==> src/rtl/div_seq_pkg.sv <==
// Shared types and defaults for the sequential divider sequencer.
//   state_e           : sequencer FSM states
//   CoreCyclesDefault : core edges (with core_resetn high) until its results are final
//   DbzQuot           : quotient reported when the divisor is zero
package div_seq_pkg;

    typedef enum logic [1:0] {
        StIdle,
        StLoad,
        StRun,
        StCapture
    } state_e;

    localparam int unsigned CoreCyclesDefault = 34;
    localparam logic [31:0] DbzQuot           = 32'hFFFF_FFFF;

endpackage

==> src/rtl/div_seq_if.sv <==
// Request/result bundle between a requester and div_seq.
//   start        : request a division (honoured only while the sequencer is idle)
//   op_a, op_b   : signed dividend / divisor
//   busy         : sequencer not idle
//   done         : one-cycle pulse when z_out is refreshed
//   dbz          : last operation was a divide-by-zero
//   z_out        : {remainder, quotient}, held between operations
interface div_seq_if;
    import div_seq_pkg::*;

    logic        start;
    logic [31:0] op_a;
    logic [31:0] op_b;
    logic        busy;
    logic        done;
    logic        dbz;
    logic [63:0] z_out;

    modport master (
        output start, op_a, op_b,
        input  busy, done, dbz, z_out
    );

    modport slave (
        input  start, op_a, op_b,
        output busy, done, dbz, z_out
    );

endinterface

==> src/rtl/div_sign_fix.sv <==
// Applies a sign to an unsigned magnitude (two's complement, modulo 2^32).
//   mag_i : magnitude
//   neg_i : 1 -> negate
//   val_o : signed result
module div_sign_fix (
    input  logic [31:0] mag_i,
    input  logic        neg_i,
    output logic [31:0] val_o
);

    always_comb begin
        val_o = neg_i ? (~mag_i + 32'd1) : mag_i;
    end

endmodule

==> src/rtl/div_seq.sv <==
// Sequencer around an external iterative signed divider core.
// Latches operands, restarts the core for one cycle, waits a fixed number of
// core edges, then captures {signed remainder, quotient}. A zero divisor
// bypasses the core and reports {dividend, DBZ_QUOT} with dbz set.
//   clk, resetn          : clock, asynchronous active-low reset
//   bus (slave)          : start/op_a/op_b in, busy/done/dbz/z_out out
//   core_q, core_m       : latched dividend / divisor driven to the core
//   core_resetn          : synchronous active-low restart of the core
//   core_quotient        : core quotient, already sign-corrected
//   core_remainder       : core remainder magnitude
module div_seq
    import div_seq_pkg::*;
#(
    parameter int unsigned CORE_CYCLES = CoreCyclesDefault,
    parameter logic [31:0] DBZ_QUOT    = DbzQuot
) (
    input  logic        clk,
    input  logic        resetn,
    div_seq_if.slave    bus,
    output logic [31:0] core_q,
    output logic [31:0] core_m,
    output logic        core_resetn,
    input  logic [31:0] core_quotient,
    input  logic [31:0] core_remainder
);

    localparam logic [5:0] RunLast = 6'(CORE_CYCLES - 1);

    state_e      state_q, state_d;
    logic [5:0]  cnt_q, cnt_d;
    logic [31:0] opa_q, opa_d;
    logic [31:0] opb_q, opb_d;
    logic [31:0] a_hold_q, a_hold_d;      // dividend kept for the divide-by-zero result
    logic        dbz_pend_q, dbz_pend_d;  // current operation bypasses the core
    logic        done_q, done_d;
    logic        dbz_q, dbz_d;
    logic [63:0] z_q, z_d;
    logic        core_resetn_q, core_resetn_d;
    logic [31:0] rem_signed;

    // Remainder takes the sign of the latched dividend.
    div_sign_fix u_sign_fix (
        .mag_i (core_remainder),
        .neg_i (opa_q[31]),
        .val_o (rem_signed)
    );

    // State register
    always_ff @(posedge clk or negedge resetn) begin
        if (!resetn) begin
            state_q <= StIdle;
        end else begin
            state_q <= state_d;
        end
    end

    // Next-state logic
    always_comb begin
        state_d = state_q;
        unique case (state_q)
            StIdle: begin
                if (bus.start) begin
                    state_d = (bus.op_b != 32'd0) ? StLoad : StCapture;
                end
            end
            StLoad:    state_d = StRun;
            StRun: begin
                if (cnt_q == RunLast) begin
                    state_d = StCapture;
                end
            end
            StCapture: state_d = StIdle;
            default:   state_d = StIdle;
        endcase
    end

    // Output / datapath next-state logic
    always_comb begin
        cnt_d      = cnt_q;
        opa_d      = opa_q;
        opb_d      = opb_q;
        a_hold_d   = a_hold_q;
        dbz_pend_d = dbz_pend_q;
        done_d     = 1'b0;
        dbz_d      = dbz_q;
        z_d        = z_q;
        unique case (state_q)
            StIdle: begin
                if (bus.start) begin
                    a_hold_d   = bus.op_a;
                    dbz_pend_d = (bus.op_b == 32'd0);
                    if (bus.op_b != 32'd0) begin
                        opa_d = bus.op_a;
                        opb_d = bus.op_b;
                    end
                end
            end
            StLoad: cnt_d = 6'd0;
            StRun:  cnt_d = cnt_q + 6'd1;
            StCapture: begin
                done_d = 1'b1;
                if (dbz_pend_q) begin
                    z_d   = {a_hold_q, DBZ_QUOT};
                    dbz_d = 1'b1;
                end else begin
                    z_d   = {rem_signed, core_quotient};
                    dbz_d = 1'b0;
                end
            end
            default: ;
        endcase
        // Registered so the core sees exactly one low cycle, aligned with LOAD.
        core_resetn_d = (state_d != StLoad);
    end

    always_ff @(posedge clk or negedge resetn) begin
        if (!resetn) begin
            cnt_q         <= 6'd0;
            opa_q         <= 32'd0;
            opb_q         <= 32'd0;
            a_hold_q      <= 32'd0;
            dbz_pend_q    <= 1'b0;
            done_q        <= 1'b0;
            dbz_q         <= 1'b0;
            z_q           <= 64'd0;
            core_resetn_q <= 1'b0;
        end else begin
            cnt_q         <= cnt_d;
            opa_q         <= opa_d;
            opb_q         <= opb_d;
            a_hold_q      <= a_hold_d;
            dbz_pend_q    <= dbz_pend_d;
            done_q        <= done_d;
            dbz_q         <= dbz_d;
            z_q           <= z_d;
            core_resetn_q <= core_resetn_d;
        end
    end

    assign bus.busy    = (state_q != StIdle);
    assign bus.done    = done_q;
    assign bus.dbz     = dbz_q;
    assign bus.z_out   = z_q;
    assign core_q      = opa_q;
    assign core_m      = opb_q;
    assign core_resetn = core_resetn_q;

endmodule

==> src/flat_wrapper.sv <==
// flat-port wrapper written by rule: the top's interface ports become plain ports
module div_seq_flat import div_seq_pkg::*;
#(
    parameter int unsigned CORE_CYCLES = CoreCyclesDefault,
    parameter logic [31:0] DBZ_QUOT    = DbzQuot
)
  (clk, resetn, core_q, core_m, core_resetn, core_quotient, core_remainder, bus_start, bus_op_a, bus_op_b, bus_busy, bus_done, bus_dbz, bus_z_out);
  div_seq_if bus_i ();
  input  logic clk;
  input  logic resetn;
  output logic [31:0] core_q;
  output logic [31:0] core_m;
  output logic core_resetn;
  input  logic [31:0] core_quotient;
  input  logic [31:0] core_remainder;
  input wire logic [$bits(bus_i.start)-1:0] bus_start;
  input wire logic [$bits(bus_i.op_a)-1:0] bus_op_a;
  input wire logic [$bits(bus_i.op_b)-1:0] bus_op_b;
  output wire logic [$bits(bus_i.busy)-1:0] bus_busy;
  output wire logic [$bits(bus_i.done)-1:0] bus_done;
  output wire logic [$bits(bus_i.dbz)-1:0] bus_dbz;
  output wire logic [$bits(bus_i.z_out)-1:0] bus_z_out;
  assign bus_i.start = bus_start;
  assign bus_i.op_a = bus_op_a;
  assign bus_i.op_b = bus_op_b;
  assign bus_busy = bus_i.busy;
  assign bus_done = bus_i.done;
  assign bus_dbz = bus_i.dbz;
  assign bus_z_out = bus_i.z_out;
  div_seq #(.CORE_CYCLES(CORE_CYCLES), .DBZ_QUOT(DBZ_QUOT)) u_core (.clk(clk), .resetn(resetn), .bus(bus_i), .core_q(core_q), .core_m(core_m), .core_resetn(core_resetn), .core_quotient(core_quotient), .core_remainder(core_remainder));
endmodule
==> config.mk <==
export PLATFORM = sky130hd
export DESIGN_NAME = div_seq_flat
export DESIGN_NICKNAME = d
export VERILOG_FILES = /design/src/rtl/div_seq_pkg.sv /design/src/rtl/div_seq_if.sv /design/src/rtl/div_sign_fix.sv /design/src/rtl/div_seq.sv /design/src/flat_wrapper.sv
export SDC_FILE = /design/constraint.sdc
export NUM_CORES = 1
export LEC_CHECK = 0
export ABC_AREA = 1
export BUFFER_PORTS_ARGS = -buffer_cell sky130_fd_sc_hd__clkbuf_2
export CORE_ASPECT_RATIO = 1.75
export CORE_UTILIZATION = 51
export DETAILED_ROUTE_END_ITERATION = 16
export PLACE_DENSITY = 0.87
export SYNTH_ARGS = -nofsm -noshare
export SYNTH_HDL_FRONTEND = slang
export SYNTH_SLANG_ARGS = --single-unit
==> constraint.sdc <==
create_clock -name clk -period 1.8 [get_ports clk]
set_input_delay 0.09 -clock clk [delete_from_list [all_inputs] [get_ports clk]]
set_output_delay 0.09 -clock clk [all_outputs]
set_load 0.005 [all_outputs]
==> metrics.txt, run 1 <==
status=finished with violations; failing checks=negative setup slack; combinational share of power=40.2%; top_reg_cell synth=dfrtp_1; P&R area growth vs syn=41.3%; Hold WC Path Type=input pin to flop; worst IR drop on VDD=0.000945 V; kind of critical path=flop to flop; maximum buffer depth of the clock tree=2; Fin Clk Skew=0.0138 ns; Flop pwr share=38.4%; Post-DRT Antenna Nets=0; internal power=10.8 mW; min cycle time layout=1.84 ns; Synth cell types=31; Layout Cells excl Fill=1539; Post-Syn Area per Cell=8.02 um2; Placer Congestion=0.967; Multi-input gate area=3020 um2; CTS tree=yes; GRT Util Overall=33.6%; HPWL Detailed=16400 um; post-synth net total=1121; CP required=2.10 ns; drc violations=0; Synth area leaders=dfrtp_1 55%, nand2_1 16%, o21ai_0 9.3%; Hold WS=0.0313 ns; Final Max Slew Viols=0; Crit. End Element=flop; wire per inst=17.6 um; area of the mapped netlist=7880 um2; FF+latch count, synth=172; Rows=59; DP Cell Count=1401; via count=8527; Worst Path Buf+Inv=4; fmax=0.545 GHz; post-route setup slack=-0.0362 ns; Clk Latency, worst-skew pair=0.43 ns; EDFF count, synth=0; Net Sw Frac=40.5%; worst-margin pin slew=0.527 ns; M1 wire length=9540 um; share of cells above drive strength 1=24.3%; pin count of the biggest net entering global routing=70; Final period util=102%; die area=16000 um2; clock network power share=21.5%; initial antenna violation count=1; Startpoint Class=flop; Yosys warning total=0; clk sinks=172; sequential-to-total area share from yosys stat=54.6%; port bufs=262; clk slew on worst S/H paths=0.08 ns; Synth top area share=54.6%; number of vias per cell=5.54; number of global-route vias before repair=8370; Post-Synthesis Cells=983; Filler cells=1002; critical path cell sequence=inv_1, ha_1, nand2_1, inv_2, o21ai_4, buf_4, clkbuf_16, o21ai_0; Max-Slew Margin vs Limit=64.9%; post-synth top area cell=dfrtp_1; core area=15000 um2; first-pass GRT wire length=40800 um; drt first-iter violations=604; DR WL met3=1920 um; Final TNS setup=-0.0448 ns; clock root cell=clkbuf_16; GRT overflow=0; Pre-Repair DR Iteration Count=6; final hold viol count=0; Chip Width=96.0 um; Synth async-reset ratio=100%; Worst Path Arrival=2.14 ns; # setup viols final=2; FF+latch area=4310 um2; CTS H-tree depth=4; IO Count=263; NetSw=7.32 mW; CTS Buf Count=17; CP peak stage delay=0.42 ns; PwrDens=1620 nW/um2; routed wire length=27000 um; Leak Pwr=5.96 nW; Highest Signal Layer=met4; max capacitance violation total=0; Critical Path Slowest Stage Cell=dfrtp_1; DR WL met2=13700 um; nets@finish=1480; CP top delay family=buffers and inverters; Die H=166 um; crit-path max FO=24; Initial Util=52.6%
## metal layers
layer | global-route usage, % | vias up
met5 | 0 | -
met4 | 21.9 | 0
met3 | 6.85 | 135
met2 | 56.1 | 521
met1 | 38.0 | 4005
li1 | - | 3866
## worst reg2reg max path: stages, from the launching register on
cell	delay [ns]
dfrtp_1	0.42
inv_1	0.12
ha_1	0.19
nand2_1	0.10
inv_2	0.12
o21ai_4	0.08
buf_4	0.17
clkbuf_16	0.18
o21ai_0	0.33
## layout make-up
| class | count | area share [%] |
|---|---|---|
| Antenna cell | 1 | 0.0225 |
| Clock buffer | 17 | 3.82 |
| Clock inverter | 15 | 1.74 |
| Inverter | 96 | 3.24 |
| Multi-Input combinational cell | 668 | 27.1 |
| Sequential cell | 172 | 38.7 |
| Tap cell | 183 | 2.06 |
| Timing Repair Buffer | 387 | 23.4 |
## power groups by stage
stage	Sequential (mW)	Clock, mW	Combinational (mW)
2_1_floorplan	6.74	0	3.67
6_report	6.93	3.88	7.26
3_5_place_dp	6.83	0	6.67
3_3_place_gp	6.79	0	6.42
4_1_cts	6.80	3.89	6.87
5_1_grt	7.10	4.07	8.09
## kinds of logic after synthesis
family	after synthesis	share of synthesized area [%]
XOR/XNOR	7	0.778
adder cells (fa/ha/maj)	7	1.11
flip-flops	172	54.6
AND/OR/NAND/NOR	452	22.9
AO/OA/AOI/OAI	202	13.4
buffers and inverters	143	7.23
## cell usage after synthesis, types with 5 or more instances
cell type and n:
nand3_1 40, o211ai_1 6, buf_2 10, dfrtp_1 172
a21oi_1 37, nor2_1 57, nand4_1 13, o21ai_0 146
ha_1 7, xor2_1 6, clkbuf_1 30, nand2_1 333
inv_1 94, nor3_1 5
## metrics by stage
step | power, mW | util [%] | setup WS, ns | area (um2)
detailed placement | 13.5 | 63.0 | 0.0938 | 9450
global placement | 13.2 | 63.0 | 0.229 | 9450
floorplan | 10.4 | - | 0.245 | 7880
finish | 18.1 | 74.3 | -0.0362 | 11100
CTS | 17.6 | 73.8 | 0.0710 | 11100
global route | 19.3 | 74.3 | -0.0839 | 11100
## sequential cells by signal, indices dropped and copies added (netlist names)
register and count:
u_core.state_q 2, u_core.core_m 32, u_core.bus.done 1, u_core.bus.z_out 64, u_core.core_q 32, u_core.dbz_pend_q 1, u_core.a_hold_q 32, u_core.cnt_q 6
u_core.core_resetn 1, u_core.bus.dbz 1
## worst paths after layout
| kind | from | endpoint | slack [ns] | cells past startpoint |
|---|---|---|---|---|
| max in group asynchronous | resetn | u_core.bus.z_out[30]$_DFFE_PN0P_ | 0.92 | 3 |
| max reg2reg | u_core.state_q[0]$_DFF_PN0_ | u_core.core_m[24]$_DFFE_PN0P_ | -0.04 | 8 |
| min | core_remainder[0] | u_core.bus.z_out[32]$_DFFE_PN0P_ | 0.03 | 3 |
| min in group asynchronous | resetn | u_core.bus.z_out[26]$_DFFE_PN0P_ | 0.18 | 2 |
| max | u_core.state_q[0]$_DFF_PN0_ | u_core.core_m[24]$_DFFE_PN0P_ | -0.04 | 8 |
| min reg2reg | u_core.bus.z_out[22]$_DFFE_PN0P_ | u_core.bus.z_out[22]$_DFFE_PN0P_ | 0.48 | 2 |
## timing repair
action / CTS / global route
hold buffers: 99 / 0
setup endpoints to repair: 0 / 45
setup buffers: 0 / 5
resized for setup: 0 / 7
endpoints found under the hold margin: 180 / 0
## cell usage in the layout, fill, tap and decap left out, drive strengths merged
cell         count
nand2          333
clkbuf         279
dfrtp          172
o21ai          151
inv            104
dlygate4sd3     99
nor2            57
nand3           40
a21oi           37
buf             26
nand4           13
ha               7
o211ai           6
xor2             6
nor3             5
nor3b            4
clkinv           4
a21o             2
bufinv           2
diode            1
a41oi            1
o22ai            1
o21bai           1
a21boi           1
xnor2            1
a31oi            1
o21a             1
clkinvlp         1
Power figures use the tool's default switching activity.
==> inputs of run 2 (changes only) <==
ABC_CLOCK_PERIOD_IN_PS = 1800   (was not set)
GPL_TIMING_DRIVEN = 0   (was not set)
SLEW_MARGIN = 20   (was not set)
==> run 2 against run 1 <==
The run still ends with negative setup slack left; clock skew fell by 0.00078 ns; die area did not move; setup slack improved by 0.034 ns; critical path type unchanged; critical endpoint is now u_core.core_m[20]$_DFFE_PN0P_.
==> metrics.txt, run 2 (synthesis results as in run 1) <==
# setup viols final=1; max capacitance violation total=0; Fin Clk Skew=0.0130 ns; initial antenna violation count=2; RSZ-0062 raised after global routing=true; Leak Pwr=6.00 nW; fmax=0.555 GHz; Startpoint Class=flop; via count=8651; Max-Slew Margin vs Limit=62.6%; status=finished with violations; failing checks=negative setup slack; dpl ws=-0.304 ns; Worst Path Arrival=2.11 ns; CP required=2.11 ns; port bufs=262; clock root cell=clkbuf_16; drc violations=0; share of cells above drive strength 1=24.7%; worst IR drop on VDD=0.000902 V; Crit. End Element=flop; Hold WS=0.0159 ns; worst-margin pin slew=0.561 ns; first-pass GRT wire length=42900 um; crit-path max FO=10; GRT Util Overall=35.6%; Clk Latency, worst-skew pair=0.43 ns; HPWL Detailed=18500 um; kind of critical path=flop to flop; P&R area growth vs syn=42.2%; number of vias per cell=5.52; Final Max Slew Viols=0; clk slew on worst S/H paths=0.08 ns; die area=16000 um2; core area=15000 um2; Hold WC Path Type=input pin to flop; Rows=59; post-route setup slack=-0.00254 ns; commonest non-fill, non-tap cells in the layout=333 x nand2_1, 276 x clkbuf_2, 172 x dfrtp_1, 143 x o21ai_0, 99 x dlygate4sd3_1; Initial Util=52.6%; IO Count=263; nets@finish=1507; Chip Width=96.0 um; max reg flops=64; Pre-Repair DR Iteration Count=7; routed wire length=28000 um; PwrDens=1620 nW/um2; CTS Buf Count=17; Placed Area=9480 um2; drt first-iter violations=608; Placer Congestion=0.964; GRT overflow=0; final instance area=11200 um2; commonest non-fill, non-tap cell in the layout=nand2_1; Die H=166 um; wire per inst=17.9 um; maximum buffer depth of the clock tree=2; pin count of the biggest net entering global routing=63; min cycle time layout=1.80 ns; final hold viol count=0; Post-DRT Antenna Nets=0; clk sinks=172; Final period util=100%; number of global-route vias before repair=8891; CTS H-tree depth=4; CTS tree=yes
[run 2: what timing repair did]
item / in CTS / in global routing
pin swaps: 0 / 1
setup buffers: 0 / 4
resized for setup: 11 / 36
setup endpoints to repair: 65 / 85
hold buffers: 99 / 0
endpoints found under the hold margin: 180 / 0
[run 2: per-stage QoR]
stage               utilization, %  instances  total power [mW]  setup TNS, ns
floorplan                        -        983              10.4              0
global placement              62.9       1428              13.3        -402.76
detailed placement            63.3       1430              13.6          -8.15
CTS                           74.1       1561              17.6              0
global route                  74.7       1567              19.3        -0.0939
finish                        74.7       1567              18.1       -0.00254
[run 2: area by class of cell]
class	count	area [um2]
well taps	183	229
plain buffers	47	255
clock inverters	15	188
inverters	96	360
flip-flops and latches	172	4300
repair buffers	367	2400
diodes	2	5.00
fillers	1031	3780
multi-input cells	668	3040
clock buffers	17	425
[run 2: worst paths after layout]
| path | depth (start not counted) | start | slack [ns] | end |
|---|---|---|---|---|
| max | 7 | u_core.state_q[0]$_DFF_PN0_ | -0.003 | u_core.core_m[20]$_DFFE_PN0P_ |
| max reg2reg | 7 | u_core.state_q[0]$_DFF_PN0_ | -0.003 | u_core.core_m[20]$_DFFE_PN0P_ |
| min reg2reg | 2 | u_core.bus.z_out[41]$_DFFE_PN0P_ | 0.48 | u_core.bus.z_out[41]$_DFFE_PN0P_ |
| max in group asynchronous | 4 | resetn | 0.58 | u_core.bus.z_out[45]$_DFFE_PN0P_ |
| min | 6 | core_remainder[31] | 0.02 | u_core.bus.z_out[63]$_DFFE_PN0P_ |
| min in group asynchronous | 2 | resetn | 0.22 | u_core.bus.z_out[17]$_DFFE_PN0P_ |
[run 2: report_power, final]
| part | internal [mW] | switching, mW | total (mW) | leakage (nW) |
|---|---|---|---|---|
| logic | 2.92 | 4.65 | 7.57 | 3.59 |
| registers | 5.72 | 1.06 | 6.78 | 2.11 |
| clock network | 1.90 | 1.87 | 3.77 | 0.298 |
| total | 10.5 | 7.59 | 18.1 | 6.00 |
[run 2: critical path: stages (launching register included)]
cell and delay, ns:
dfrtp_1 0.43, inv_1 0.17, ha_4 0.16, nand2_1 0.10, inv_2 0.11, o21ai_4 0.11, clkbuf_2 0.21, o21ai_0 0.37
[run 2: routing by layer]
metal / GRT usage [%] / routed length, um / vias up
li1: - / - / 3926
met2: 62.6 / 14600 / 518
met5: 0 / 0 / -
met4: 24.1 / 1950 / 0
met3: 6.76 / 2040 / 149
met1: 36.9 / 9390 / 4058
==> inputs of run 3 (changes only) <==
HOLD_SLACK_MARGIN = 0.06   (was not set)
==> run 3 against run 2 <==
The flow now finishes without violations; final cell count is 0.32% higher; non-clock buffer count rose by 6; setup slack better by 0.0097 ns; final area rose by 0.48%; clock skew shrank 0.00059 ns; core utilization up 0.36 points; flip-flop and latch count did not move; routed wire length rose by 1.6%; critical path type unchanged.
==> metrics.txt, run 3 (synthesis results as in run 1) <==
RSZ-0062 raised after global routing=true; initial antenna violation count=1; commonest non-fill, non-tap cells in the layout=333 x nand2_1, 276 x clkbuf_2, 172 x dfrtp_1, 144 x o21ai_0, 105 x dlygate4sd3_1; Die H=166 um; Final Max Slew Viols=0; Final TNS setup=0 ns; maximum buffer depth of the clock tree=2; GRT overflow=0; IO Count=263; CTS tree=yes; drc violations=0; Worst Path Arrival=2.10 ns; crit-path max FO=10; CTS H-tree depth=4; critical path cell sequence=inv_1, ha_4, nand2_1, inv_2, o21ai_4, clkbuf_2, o21ai_0; status=finished, final reports clean; wire per inst=18.1 um; Hold WC Path Type=input pin to flop; Placer Congestion=0.964; PwrDens=1620 nW/um2; clk slew on worst S/H paths=0.08 ns; CP required=2.11 ns; nets@finish=1513; dpl ws=-0.304 ns; pin count of the biggest net entering global routing=63; clk sinks=172; Initial Util=52.6%; Fin Clk Skew=0.0124 ns; Clk Latency, worst-skew pair=0.44 ns; post-route setup slack=0.00717 ns; total power=18.2 mW; max reg flops=64; max capacitance violation total=0; clock root cell=clkbuf_16; worst-margin pin slew=0.597 ns; share of cells above drive strength 1=24.6%; drt first-iter violations=662; number of vias per cell=5.55; Critical Path Slowest Stage Cell=dfrtp_1; Chip Width=96.0 um; via count=8720; Filler cells=1020; Post-DRT Antenna Nets=0; routed wire length=28400 um; Hold WS=0.0713 ns; fmax=0.558 GHz; kind of critical path=flop to flop; Max-Slew Margin vs Limit=60.2%; flop2flop setup slack=0.007 ns; Pre-Repair DR Iteration Count=7; Final period util=99.6%; FF+latch area=4300 um2; commonest non-fill, non-tap cell in the layout=nand2_1; final hold viol count=0; Multi-input gate area=3040 um2; core area=15000 um2; Startpoint Class=flop; number of global-route vias before repair=8994; worst IR drop on VDD=0.000894 V; CTS Buf Count=17; Leak Pwr=6.03 nW; GRT Util Overall=35.8%; min cycle time layout=1.79 ns; first-pass GRT wire length=43200 um; P&R area growth vs syn=42.8%; CP top delay family=buffers and inverters; die area=16000 um2; HPWL Detailed=18500 um; # setup viols final=0; Worst Path Buf+Inv=3; port bufs=262; Rows=59; CP peak stage delay=0.42 ns; Crit. End Element=flop
-- run 3: routing by layer --
metal  up-vias  global-route usage [%]  part of all wire, %
met3       162                    7.53                  7.2
met2       536                    63.0                   52
met1      4102                    36.5                   34
met4         0                    24.7                  6.8
li1       3920                       -                    -
met5         -                       0                    0
-- run 3: per-stage QoR --
step | cells | area [um2] | util, %
detailed placement | 1430 | 9480 | 63.3
global placement | 1428 | 9420 | 62.9
finish | 1572 | 11300 | 75.1
floorplan | 983 | 7880 | -
global route | 1572 | 11300 | 75.1
CTS | 1567 | 11200 | 74.5
-- run 3: what timing repair did --
action                                  in CTS  in global routing
pin swaps                                    0                  1
setup buffers                                0                  4
hold endpoints to repair                   248                  0
endpoints found under the setup margin      65                 88
hold buffers                               105                  0
cloned                                       0                  0
resized for setup                           11                 34
-- run 3: worst reg2reg max path, stage by stage, from the launching register on --
cell and delay [ns]:
dfrtp_1 0.42, inv_1 0.17, ha_4 0.17, nand2_1 0.10
inv_2 0.11, o21ai_4 0.11, clkbuf_2 0.22, o21ai_0 0.37
-- run 3: path summary, 6_finish.rpt --
kind,startpoint,endpoint,cells past startpoint
worst max-delay path,u_core.state_q[0]$_DFF_PN0_,u_core.core_m[20]$_DFFE_PN0P_,7
worst min-delay path,core_remainder[9],u_core.bus.z_out[41]$_DFFE_PN0P_,4
worst max register to register,u_core.state_q[0]$_DFF_PN0_,u_core.core_m[20]$_DFFE_PN0P_,7
worst min register to register,u_core.bus.z_out[41]$_DFFE_PN0P_,u_core.bus.z_out[41]$_DFFE_PN0P_,2
max in group asynchronous,resetn,u_core.a_hold_q[23]$_DFFE_PN0P_,4
min in group asynchronous,resetn,u_core.bus.z_out[17]$_DFFE_PN0P_,2
-- run 3: layout make-up --
cell class,count,area share (%)
sequential,172,38.2
clock buffer,17,3.78
antenna,1,0.0222
tap,183,2.03
clock inverter,15,1.67
inverter,96,3.20
timing repair buffer,373,21.8
buffer,47,2.23
multi-input combinational,668,27.0
-- run 3: power by group --
group / internal, mW / switching, mW / leakage, nW
sequential: 5.72 / 1.06 / 2.11
clock: 1.90 / 1.88 / 0.298
combinational: 2.93 / 4.69 / 3.62
total: 10.5 / 7.64 / 6.03
